===== config.mk =====
export PLATFORM = sky130hd
export DESIGN_NAME = q_measure_seq
export DESIGN_NICKNAME = d
export VERILOG_FILES = /design/src/rtl/q_measure_seq.sv
export SDC_FILE = /design/constraint.sdc
export NUM_CORES = 1
export LEC_CHECK = 0
export CAP_MARGIN = 15
export CELL_PAD_IN_SITES_DETAIL_PLACEMENT = 0
export CELL_PAD_IN_SITES_GLOBAL_PLACEMENT = 1
export CORE_MARGIN = 3
export CORE_UTILIZATION = 33
export DETAILED_ROUTE_END_ITERATION = 6
export PLACE_DENSITY_LB_ADDON = 0.1
export SLEW_MARGIN = 20
export SYNTH_ARGS = -nofsm -noshare
export SYNTH_HDL_FRONTEND = slang
export SYNTH_SLANG_ARGS = --single-unit

===== constraint.sdc =====
create_clock -name clk -period 1.7 [get_ports clk]
set_input_delay 0.17 -clock clk [delete_from_list [all_inputs] [get_ports clk]]
set_output_delay 0.17 -clock clk [all_outputs]
set_load 0.01 [all_outputs]

===== src/rtl/q_measure_seq.sv =====
`default_nettype none
// ============================================================================
// Module   : q_measure_seq
// Summary  : Measurement sequencer. It latches i_ref into the DAC and waits a
//            settle interval. It then averages 2**AVG_LOG2 ADC conversions
//            into q_measured and pulses ready. The optional conversion
//            timeout is enabled by defining Q_MEAS_TIMEOUT_EN.
// Revision : 1.0 - initial release
// ============================================================================
module q_measure_seq #(
    parameter int BUS_WIDTH      = 10,
    parameter int SETTLE_CYCLES  = 16,
    parameter int AVG_LOG2       = 2,
    parameter int TIMEOUT_CYCLES = 255
) (
    input  logic                 clk,
    input  logic                 rst,
    input  logic [BUS_WIDTH-1:0] i_ref,
    output logic [BUS_WIDTH-1:0] dac_code,
    output logic                 dac_load,
    output logic                 adc_start,
    input  logic                 adc_valid,
    input  logic [BUS_WIDTH-1:0] adc_data,
    output logic [BUS_WIDTH-1:0] q_measured,
    output logic                 ready,
    output logic                 adc_timeout
);

    localparam int c_ACC_W = BUS_WIDTH + AVG_LOG2;
    localparam int c_NSAMP = 1 << AVG_LOG2;
    localparam int c_CNT_W = AVG_LOG2 + 1;
    localparam int c_SET_W = (SETTLE_CYCLES > 1) ? $clog2(SETTLE_CYCLES) : 1;

    localparam logic [c_SET_W-1:0] c_SET_LAST = c_SET_W'(SETTLE_CYCLES - 1);
    localparam logic [c_CNT_W-1:0] c_CNT_LAST = c_CNT_W'(c_NSAMP - 1);

    generate
        if (SETTLE_CYCLES < 1 || AVG_LOG2 < 0 || AVG_LOG2 > 4 || TIMEOUT_CYCLES < 1) begin : g_bad_params
            $error("q_measure_seq: parameter out of range");
        end
    endgenerate

    typedef enum logic [2:0] {
        S_LOAD   = 3'd0,
        S_SETTLE = 3'd1,
        S_START  = 3'd2,
        S_WAIT   = 3'd3,
        S_DONE   = 3'd4
    } state_t;

    state_t               r_state;
    logic [BUS_WIDTH-1:0] r_dac_code;
    logic                 r_dac_load;
    logic                 r_adc_start;
    logic [BUS_WIDTH-1:0] r_q_measured;
    logic                 r_ready;
    logic [c_ACC_W-1:0]   r_acc;
    logic [c_CNT_W-1:0]   r_cnt;
    logic [c_SET_W-1:0]   r_settle;

    logic [c_ACC_W-1:0]   w_acc_next;
    logic [BUS_WIDTH-1:0] w_avg;

`ifdef Q_MEAS_TIMEOUT_EN
    localparam int c_TO_W = (TIMEOUT_CYCLES > 1) ? $clog2(TIMEOUT_CYCLES) : 1;
    localparam logic [c_TO_W-1:0] c_TO_LAST = c_TO_W'(TIMEOUT_CYCLES - 1);

    logic [c_TO_W-1:0] r_wait;
    logic              r_tmo_hit;
    logic              r_adc_timeout;
`endif

    // Accumulator is wide enough for 2**AVG_LOG2 full-scale samples, so the sum never wraps.
    assign w_acc_next = r_acc + c_ACC_W'(adc_data);
    assign w_avg      = r_acc[c_ACC_W-1:AVG_LOG2];

    // adc_start is raised on the edge entering START so that the strobe and
    // the START state share a cycle; a one-cycle-later answer lands in WAIT.
    always_ff @(posedge clk) begin
        if (rst) begin
            r_state      <= S_LOAD;
            r_dac_code   <= '0;
            r_dac_load   <= 1'b0;
            r_adc_start  <= 1'b0;
            r_q_measured <= '0;
            r_ready      <= 1'b0;
            r_acc        <= '0;
            r_cnt        <= '0;
            r_settle     <= '0;
`ifdef Q_MEAS_TIMEOUT_EN
            r_wait        <= '0;
            r_tmo_hit     <= 1'b0;
            r_adc_timeout <= 1'b0;
`endif
        end else begin
            r_dac_load  <= 1'b0;
            r_adc_start <= 1'b0;
            r_ready     <= 1'b0;
            case (r_state)
                S_LOAD: begin
                    r_dac_code <= i_ref;
                    r_dac_load <= 1'b1;
                    r_acc      <= '0;
                    r_cnt      <= '0;
                    r_settle   <= '0;
`ifdef Q_MEAS_TIMEOUT_EN
                    r_tmo_hit  <= 1'b0;
`endif
                    r_state    <= S_SETTLE;
                end
                S_SETTLE: begin
                    if (r_settle == c_SET_LAST) begin
                        r_adc_start <= 1'b1;
                        r_state     <= S_START;
                    end else begin
                        r_settle <= r_settle + 1'b1;
                    end
                end
                S_START: begin
`ifdef Q_MEAS_TIMEOUT_EN
                    r_wait  <= '0;
`endif
                    r_state <= S_WAIT;
                end
                S_WAIT: begin
                    if (adc_valid) begin
                        r_acc <= w_acc_next;
                        r_cnt <= r_cnt + 1'b1;
                        if (r_cnt == c_CNT_LAST) begin
                            r_state <= S_DONE;
                        end else begin
                            r_adc_start <= 1'b1;
                            r_state     <= S_START;
                        end
                    end
`ifdef Q_MEAS_TIMEOUT_EN
                    else if (r_wait == c_TO_LAST) begin
                        r_adc_timeout <= 1'b1;
                        r_tmo_hit     <= 1'b1;
                        r_state       <= S_DONE;
                    end else begin
                        r_wait <= r_wait + 1'b1;
                    end
`endif
                end
                S_DONE: begin
`ifdef Q_MEAS_TIMEOUT_EN
                    // An abandoned measurement leaves the previous result in place.
                    if (!r_tmo_hit) begin
                        r_q_measured <= w_avg;
                    end
`else
                    r_q_measured <= w_avg;
`endif
                    r_ready <= 1'b1;
                    r_state <= S_LOAD;
                end
                default: begin
                    r_state <= S_LOAD;
                end
            endcase
        end
    end

    assign dac_code   = r_dac_code;
    assign dac_load   = r_dac_load;
    assign adc_start  = r_adc_start;
    assign q_measured = r_q_measured;
    assign ready      = r_ready;

`ifdef Q_MEAS_TIMEOUT_EN
    assign adc_timeout = r_adc_timeout;
`else
    assign adc_timeout = 1'b0;
`endif

endmodule
`default_nettype wire

======== Word level (Yosys, flattened, before mapping) ========
Cells that the tools add are included.
operators by class
  order comparisons ....................... 0
  muxes and demuxes ....................... 16
  multiply operators ...................... 0
  eq/ne operators ......................... 9
  shift-type cells ........................ 0
  reductions and logical operators ........ 6
  divide/modulo/power cells ............... 0
  add/sub/neg operators ................... 3
  bitwise gates (word level) .............. 0
operators by type and width
  operator                                                               count
  12-bit case mux with 2 select lines                                    1
  12-bit by 10-bit adder with 12-bit output                              1
  12-bit 2-to-1 mux                                                      1
  3-bit 2-to-1 mux                                                       4
  3-bit case mux with 4 select lines                                     1
  3-bit by 2-bit equality test with 1-bit output, second input constant  3
  4-bit case mux with 2 select lines                                     1
  2-bit != test, second input constant                                   3
  3-bit case mux with 2 select lines                                     1
  2-bit AND reduction                                                    3
  1-bit 2-to-1 mux                                                       5
  4-bit by 1-bit adder with 4-bit output, second input constant          1
  4-bit equality test, second input constant                             1
  4-bit 2-to-1 mux                                                       1
  2-bit nonzero test                                                     2
  3-bit by 1-bit adder with 3-bit output, second input constant          1
  3-bit by 1-bit equality test with 1-bit output, second input constant  1
  3-bit equality test, second input constant                             1
  3-bit zero test                                                        1
  1-bit case mux with 2 select lines                                     1
word-level totals
  bits in read-only memories .............. 0
  word-level logic and storage cells ...... 43
  input port bits ......................... 23
  latch bits .............................. 0
  RAM bits ................................ 0
  output and inout bits ................... 24
  memories ................................ 0
  register bits ........................... 45

======== Longest topological paths before layout ========
  depth after elaboration ................. 4
  depth in mapped cells ................... 8
  mapped depth without buffers ............ 8

======== Worst setup path before layout ========
No wires, ideal clock.
  path type ............................... register -> register
  start ................................... reg r_acc[0]
  end ..................................... reg r_acc[10]
  required time ........................... 1.562 ns
  path buffers ............................ 0
  cell stages (with the launch flop) ...... 9
  library setup time ...................... 0.138 ns
  arrival ................................. 1.618 ns
  setup slack ............................. -0.056 ns
  period minus slack after synthesis ...... 1.756 ns
  cells stage by stage .................... dfxtp_1 > ha_1 > inv_1 > fa_1 > nor2b_1 > o31ai_1 > a21oi_1 > a221oi_1 > o311ai_1
on the way
  cells in the longest elaborated chain, start to end .. 3
RTL lines
  element                                    RTL line  text
  start: declaration                         57        logic [c_ACC_W-1:0] r_acc;
  start signal: assignment                   127       r_acc <= w_acc_next;
  12-bit by 10-bit adder with 12-bit output  74        assign w_acc_next = r_acc + c_ACC_W'(adc_data);
  12-bit 2-to-1 mux                          126       if (adc_valid) begin
  12-bit case mux with 2 select lines        99        case (r_state)
No other way between the ends. The select of a mux whose other input is x is not followed.
A chain may end at the register's enable or synchronous reset.

======== Final worst setup path ========
  start ................................... reg r_acc[1]
  end ..................................... reg r_acc[10]
Same word-level chain as after synthesis.

==> impl_metrics.toml <==
[final_layout]
diodes = 0
area_growth_pct = 48.1
post_route_cells_drive_above_1_share_pct = 22.1
fin_cells = 435
final_common_cell = "nand2_1"
fin_nets = 394
nFillCells = 622
finish.utilization_pct = 50.9
final_cell_mix = "nand2_1, buf_4, clkdlybuf4s50_1"

[flow_run]
cap_violations = 0

[critical_path]
crit_fanout = 5
worst_ep_arrival_time_ns = 1.87
crit_chain = "buf_4, inv_1, fa_2, nor2b_4, o31ai_4, a21oi_4, a221oi_2, o311ai_1"
cp-start-kind = "flop"
critPathCaptureType = "flop"
critPathSlowestCell = "dfxtp_4"
crit_type = "reg2reg"
critPathRequiredTime_ns = 1.88
slowest_delay_ns = 0.36

[global_routing]
grt_pass1_vias = 1994
track_usage_pct = 15.1
grt_overflow_total = 0
antenna_found_initial = 0
grt_max_degree = 27
grt_pass1_wl_um = 9140

[placement]
port_buffers = 45
hpwlAfterDp_um = 4100
dp_cells = 422
routabilityCongestion = 0.745
pre_cts_ws_ns = -0.413

[pwr]
seqPwrFrac_pct = 50.4
leakage_nw = 1.30
p_sw_uw = 498
vdd_drop_max_uv = 486
switching_share_pct = 23.2
power.share.combinational_pct = 11.6
intPower_mw = 1.65
pwr_density_cell_nw_per_um2 = 661
p_clk_share_pct = 38.0

[yosys]
ys.flop_type = "dfxtp_1"
muxShareOfSynthArea_pct = 0.513
yosysWarnings = 0
netlist_instances = 271
synth.avg_cell_area_um2 = 8.11
synth_compound_area_share_pct = 17.8
synthAdderAreaFrac_pct = 8.31
synthArstFlopShare_pct = 0
synthXorXnorAreaFrac_pct = 1.99
synth-simple-area-share_pct = 25.9
mappedNetlistNets = 308
synth_edf_count = 0
ys_types = 46
synth_top_family_by_area = "simple AND/OR/NAND/NOR gates"
synth.cell_area_um2 = 2200
ys_ff_latch = 45
yosysSeqAreaShare_pct = 41.0

[timing]
max_freq_mhz = 590
fin_skew_ns = 0.00588
drv_slew = 0
finalCritPeriodShare_pct = 99.7
period_minus_slack_ns = 1.70
setup_tns_ns = 0
hold_viol = 0
rsz0062_at_grt = "true"
worst_slack_ns = 0.00429
holdWs_ns = 0.408
setup_viol = 0

[min_path]
hold_class = "in2reg"

[clock_network]
h-tree-depth = 2
clkLatencyLatePin_ns = 0.30
clk_path_buf_depth = 2
cts_tree = "built"
hold_buffers = 0
path_clk_slew_ns = 0.09
cts.sinks = 45
numCtsBuffers = 5
cts-root-buf = "clkbuf_8"

[route]
wl_um = 5490
drtIter0Drc = 56
wl_per_cell_um = 12.6
via_count = 2124
first_pass_iters = 4
antenna_left = 0
drcViolationCount = 0
via_per_inst = 4.88

[die]
io_pins = 47
row_count = 29
die_height_um = 87.6
start_util_pct = 34.4
coreArea_um2 = 6390
fp.dieW_um = 87.6
die-area_um2 = 7670

[run_status]
status = "completed"
[cell families after synthesis]
family,after synthesis
AND/OR/NAND/NOR,121
flip-flops,45
buffers and inverters,18
multiplexers,1
AO/OA/AOI/OAI,66
adder cells (fa/ha/maj),14
other,1
XOR/XNOR,5
[worst max-delay path, delay by kind of cell, from the launching register on]
| kind | cells | cell delay [ns] |
|---|---|---|
| compound gates | 4 | 0.71 |
| fa+ha+maj | 1 | 0.23 |
| buf+inv | 2 | 0.21 |
| flops | 1 | 0.36 |
| simple gates | 1 | 0.05 |
[path summary, 6_finish.rpt]
kind,from,endpoint,slack (ns),cells past startpoint
worst min register to register,q_measured[5]$_SDFFE_PP0P_,q_measured[5]$_SDFFE_PP0P_,0.46,2
worst max-delay path,r_acc[1]$_SDFFE_PP0P_,r_acc[10]$_SDFFE_PP0P_,0.004,8
worst max register to register,r_acc[1]$_SDFFE_PP0P_,r_acc[10]$_SDFFE_PP0P_,0.004,8
worst min-delay path,i_ref[6],dac_code[6]$_SDFFE_PP0P_,0.41,3
[flip-flops by register name, indices dropped and copies added (netlist names)]
name / count
ready: 1
dac_code: 10
r_cnt: 3
r_acc: 12
r_state: 3
r_settle: 4
adc_start: 1
q_measured: 10
dac_load: 1
[layer usage]
layer | share of wire, % | GRT usage [%]
met1 | 47 | 19.2
met2 | 48 | 25.1
met3 | 3.2 | 3.39
met4 | 2.0 | 5.58
met5 | 0 | 0
[area by class of cell]
type / instances / area [um2] / share of cell area (%)
clock buffer: 6 / 72.6 / 2.23
clock inverter: 2 / 38.8 / 1.19
inverter: 4 / 15.0 / 0.462
multi-input combinational: 208 / 1320 / 40.4
sequential: 45 / 907 / 27.9
tap: 77 / 96.3 / 2.96
timing repair buffer: 93 / 808 / 24.8
[synth_stat cells (3+ instances only)]
library cell / count / share of area, %
clkbuf_1: 8 / 1.4
a21oi_1: 37 / 8.4
nand2_1: 59 / 10
o21a_1: 4 / 1.4
nor3_1: 8 / 1.8
nor2_1: 26 / 4.4
o21ai_0: 8 / 1.8
buf_6: 3 / 1.5
ha_1: 13 / 7.4
dfxtp_1: 45 / 41
a22oi_1: 3 / 1.0
xnor2_1: 3 / 1.2
nand3_1: 7 / 1.6
inv_1: 4 / 0.68
[power by group through the flow]
stage               combinational, mW  clock (mW)  sequential [mW]
floorplan                      0.0979           0             1.11
global placement                0.243           0             1.11
detailed placement              0.243           0             1.11
CTS                             0.249       0.841             1.09
global route                    0.275       0.886             1.09
finish                          0.250       0.816             1.08
[timing repair]
| action | 4_1_cts | 5_1_grt |
|---|---|---|
| pin swaps | 11 | 3 |
| endpoints found under the setup margin | 6 | 8 |
| resized for setup | 17 | 6 |
| setup buffers | 5 | 0 |
[stage by stage]
step                      power (mW)  cell area (um2)
after floorplan                 1.21             2210
after global placement          1.35             3000
after detailed placement        1.35             3000
after CTS                       2.18             3220
after global routing            2.25             3250
final                           2.15             3250
Power figures use the tool's default switching activity.
